`src/rtl/dma_state_seq.sv`:
```
// Sequential half of the DMA engine: holds the present state for the external
// next-state decoder and applies its active-low address/counter controls.
module dma_state_seq #(
    parameter int unsigned AW       = 16,
    parameter int unsigned XW       = 8,
    parameter int unsigned YW       = 8,
    parameter int unsigned PB       = 8,
    parameter logic [3:0]  START_ST = 4'b0001
) (
    input  logic          clk,
    input  logic          rst_n,
    input  logic          start,
    input  logic          cfg_rmw,
    input  logic [AW-1:0] cfg_base,
    input  logic [XW-1:0] cfg_xlen,
    input  logic [YW-1:0] cfg_ylen,
    input  logic          mem_rdy,
    input  logic [3:0]    dmnst_b,
    input  logic [2:0]    adctlp_b,
    output logic [3:0]    dmpst,
    output logic          rmwb,
    output logic          xskip,
    output logic          yskip,
    output logic          page,
    output logic [AW-1:0] mem_addr,
    output logic          mem_req,
    output logic          busy,
    output logic          done,
    output logic          err
);

    typedef enum logic {
        PH_IDLE,
        PH_RUN
    } phase_t;

    phase_t        phase;
    logic [XW-1:0] x_cnt;
    logic [XW-1:0] xlen_q;
    logic [YW-1:0] y_cnt;
    logic [3:0]    nst;
    logic [AW-PB-1:0] page_next;

    assign nst       = ~dmnst_b;
    assign busy      = (phase == PH_RUN);
    assign mem_req   = busy;
    assign page_next = mem_addr[AW-1:PB] + (AW-PB)'(1);

    // Conditions depend only on registered state, keeping the decoder loop one cycle.
    assign xskip = (x_cnt == '0);
    assign yskip = (y_cnt == '0);
    assign page  = &mem_addr[PB-1:0];

    always_ff @(posedge clk or negedge rst_n) begin
        if (!rst_n) begin
            phase    <= PH_IDLE;
            dmpst    <= '0;
            done     <= 1'b0;
            err      <= 1'b0;
            rmwb     <= 1'b1;
            mem_addr <= '0;
            x_cnt    <= '0;
            y_cnt    <= '0;
            xlen_q   <= '0;
        end else begin
            done <= 1'b0;
            if (phase == PH_IDLE) begin
                if (start) begin
                    phase    <= PH_RUN;
                    dmpst    <= START_ST;
                    mem_addr <= cfg_base;
                    x_cnt    <= cfg_xlen;
                    xlen_q   <= cfg_xlen;
                    y_cnt    <= cfg_ylen;
                    rmwb     <= ~cfg_rmw;
                    err      <= 1'b0;
                end
            end else if (mem_rdy) begin
                if (nst == 4'b0000) begin
                    phase <= PH_IDLE;
                    dmpst <= '0;
                    done  <= 1'b1;
                end else if (nst == 4'b1111) begin
                    phase <= PH_IDLE;
                    dmpst <= '0;
                    err   <= 1'b1;
                end else begin
                    dmpst <= nst;
                end

                if (!adctlp_b[2])
                    mem_addr <= {page_next, {PB{1'b0}}};
                else if (!adctlp_b[0])
                    mem_addr <= mem_addr + AW'(1);

                // Row advance reloads X and wins over the per-beat X decrement.
                if (!adctlp_b[1]) begin
                    x_cnt <= xlen_q;
                    if (y_cnt != '0)
                        y_cnt <= y_cnt - YW'(1);
                end else if (!adctlp_b[0]) begin
                    if (x_cnt != '0)
                        x_cnt <= x_cnt - XW'(1);
                end
            end
        end
    end

endmodule

```
`config.mk`:
```
export PLATFORM = sky130hd
export DESIGN_NAME = dma_state_seq
export DESIGN_NICKNAME = d
export VERILOG_FILES = /design/src/rtl/dma_state_seq.sv
export SDC_FILE = /design/constraint.sdc
export NUM_CORES = 1
export LEC_CHECK = 0
export ABC_AREA = 1
export ABC_CLOCK_PERIOD_IN_PS = 3200
export CELL_PAD_IN_SITES_DETAIL_PLACEMENT = 0
export CELL_PAD_IN_SITES_GLOBAL_PLACEMENT = 1
export CORE_MARGIN = 2
export CORE_UTILIZATION = 38
export CTS_CLUSTER_SIZE = 14
export DETAILED_ROUTE_END_ITERATION = 8
export MAX_ROUTING_LAYER = met4
export PLACE_DENSITY = 0.83
export REMOVE_ABC_BUFFERS = 1
export SKIP_LAST_GASP = 1
export SLEW_MARGIN = 30
export SYNTH_ARGS = -nofsm -noshare
export SYNTH_HDL_FRONTEND = slang
export SYNTH_SLANG_ARGS = --single-unit
```
`constraint.sdc`:
```
create_clock -name clk -period 3.2 [get_ports clk]
set_input_delay 0.64 -clock clk [delete_from_list [all_inputs] [get_ports clk]]
set_output_delay 0.64 -clock clk [all_outputs]
set_load 0.05 [all_outputs]
```
==> results.cfg <==
[timing]
whs_ns = 0.3412
setup_viol = 0
setup_slack_ns = 0.1962
hold_viol = 0
drv_slew = 0
worst_pin_slew_ns = 0.6476
slew-limit-headroom_pct = 56.77
finalClockSkew_ns = 0.008352
final.setup.tns_ns = 0
fmax_mhz = 332.9
fin_crit_sh_pct = 93.87
fin_crit_ns = 3.004
rsz0062_at_grt = false

[cts]
clk_latency_ns = 0.30
clockBufferDepth = 2
cts_resized = 0
clockRootBuffer = clkbuf_8
cts_buffers = 5
htreeDepth = 2
post_cts_buffers = 0
postCtsHoldBufs = 0
tritoncts = yes
clock-sinks = 48
cts.clk_slew.worst_paths_ns = 0.09

[layout]
utilization_pct = 51.63
area_delta_synth_final_pct = 30.12
drive_above_1_share_pct = 6.237
layout_commonest_cell = nand2_1
fillers = 756
final_cell_mix = nand2_1, clkdlybuf4s50_1, nor2_1, dfrtp_1, inv_1
nNetsFinal = 529
diodes = 0

[worst_setup_path]
r2r_slack_ns = 1.22
r2r-start = busy
endpoint_kind = output pin
crit_chain = inv_1 -> ha_1 -> inv_1 -> nor2_2 -> nand2_1 -> nor2_1 -> nand2_1 -> nor2_1 -> clkdlybuf4s50_1
critPathKind = reg2out
cp.arrival_ns = 2.36
r2r_end = mem_addr[7]
critPathLaunch = y_cnt[0]
crit_path_start_kind = register
slowest_stage = clkdlybuf4s50_1
slowest_delay_ns = 0.81
crit_required_ns = 2.56
r2r_cells = 7
path_max_fanout = 4

[place]
gp_congestion = 0.8408
dp_hpwl_mm = 5.309
portBuffers = 71
pre_cts_ws_ns = 0.5348

[synth]
synth.lib_cells_used.distinct = 36
synth-seq-area-share_pct = 41.12
netlist_top_cells_area = dfrtp_1, nand2_1, nor2_1
synthCells = 412
ys_ff_latch = 48
synth_warnings = 0
yosysTopAreaCell = dfrtp_1
avgSynthCellArea_um2 = 7.097
syn_area_mm2 = 0.002924
synth_top_area_share_pct = 40.22

[routing]
wl_met2_mm = 3.383
dr.pass1.iters = 4
wl_met1_mm = 3.552
wl_per_cell_um = 12.69
detail-route-antenna-nets = 0
routed_wl_mm = 7.358
routed_via_density = 4.790
drcViolationCount = 0
top_layer_used = met4
route.met3.wl_um = 367
drt_iter0_drc = 121
via_count = 2778

[job]
cap_violations = 0

[floorplanning]
core_area_mm2 = 0.007370
start_util_pct = 39.68
die_h_um = 91.72
rows = 31
io_pins = 72
design.die.area_mm2 = 0.008413
die_w_um = 91.72

[power_and_ir_drop]
totalPowerFinal_mw = 2.707
ir_worst_vdd_uv = 339.0
power_density_mw_per_mm2 = 711.5
p_leak_nw = 1.778

[global_route]
gr-total-overflow = 0
grt_start_max_net_pins = 36
grtUsageTotal_pct = 18.06
grt_pass1_vias = 2568
grt_antenna_before_repair = 0
grt_pass1_wl_mm = 12.15

[outcome]
outcome = finished, final reports clean

[worst_hold_path]
hold_class = in2async
-- registers in the layout, indices dropped and copies added (netlist names) --
signal	flops
mem_addr	16
done	1
xlen_q	8
rmwb	1
x_cnt	8
busy	1
dmpst	4
err	1
y_cnt	8
-- report_power, final --
part | leakage, nW | internal (mW) | switching (mW) | total (mW)
Combinational | 1.14 | 0.472 | 0.817 | 1.29
Sequential | 0.587 | 0.804 | 0.177 | 0.981
Clock | 0.0552 | 0.232 | 0.204 | 0.436
Total | 1.78 | 1.51 | 1.20 | 2.71
-- Yosys cell counts --
library cell  count
o211ai_1          3
buf_2             3
xor2_1            4
o41ai_1           1
o31ai_1           3
or3_1             1
or2_2             1
buf_4             3
o21ai_1           9
clkbuf_1          5
a22oi_1           1
nor3_1            2
o22a_1            1
a21oi_4           1
nor4_1            1
nor2_2            2
a21boi_0          1
a21oi_1          25
ha_1              5
inv_1            42
nor2_1           52
buf_6             2
o22ai_1           2
nand2_2           3
nand2_1         120
nand4_1           3
inv_2             6
dfstp_2           1
a22oi_2           3
o21bai_4          1
a31oi_1           5
a32o_1            1
nand3_1          17
nor2_4            1
dfrtp_1          47
o21ai_0          34
-- critical path: cells and delay by family, from the launching register on --
| family | cells | cell delay [ns] |
|---|---|---|
| fa+ha+maj | 1 | 0.18 |
| flops | 1 | 0.38 |
| buf+inv | 3 | 0.97 |
| simple gates | 5 | 0.54 |
-- cells by family (layout without fill, tap and decap cells) --
family	Yosys count	in the layout	synth area share [%]
flip-flops	48	48	41.12
AND/OR/NAND/NOR	203	203	28.07
XOR/XNOR	4	4	1.198
buffers and inverters	61	130	8.857
adder cells (fa/ha/maj)	5	5	2.139
AO/OA/AOI/OAI	91	91	18.61
-- cell type report --
type                       instances  area [µm²]  area share, %
clock buffer                       6       72.57          1.907
sequential                        48        1202          31.60
timing repair buffer              74       728.2          19.14
tap                               99       123.9          3.256
clock inverter                     2       35.03         0.9207
inverter                          48       180.2          4.735
multi-input combinational        303        1463          38.44
-- worst max-delay path by stage --
stage / endpoint / slack [ns] / cells past startpoint
finish: yskip / 0.20 / 9
global route: yskip / 0.02 / 9
CTS: yskip / 0.18 / 9
detailed placement: yskip / 0.53 / 9
global placement: yskip / 0.59 / 9
floorplan: mem_addr[10] / 0.55 / 7
-- through the flow --
step | std cells | instance area (µm²)
floorplan | 399 | 2845
global placement | 572 | 3697
detailed placement | 572 | 3697
CTS | 580 | 3805
global route | 580 | 3805
finish | 580 | 3805
-- routing by layer --
| metal | global-route usage (%) | vias up |
|---|---|---|
| li1 | - | 1466 |
| met2 | 28.80 | 69 |
| met4 | 4.229 | 0 |
| met5 | - | - |
| met1 | 24.15 | 1239 |
| met3 | 3.205 | 4 |
Power figures use the tool's default switching activity.
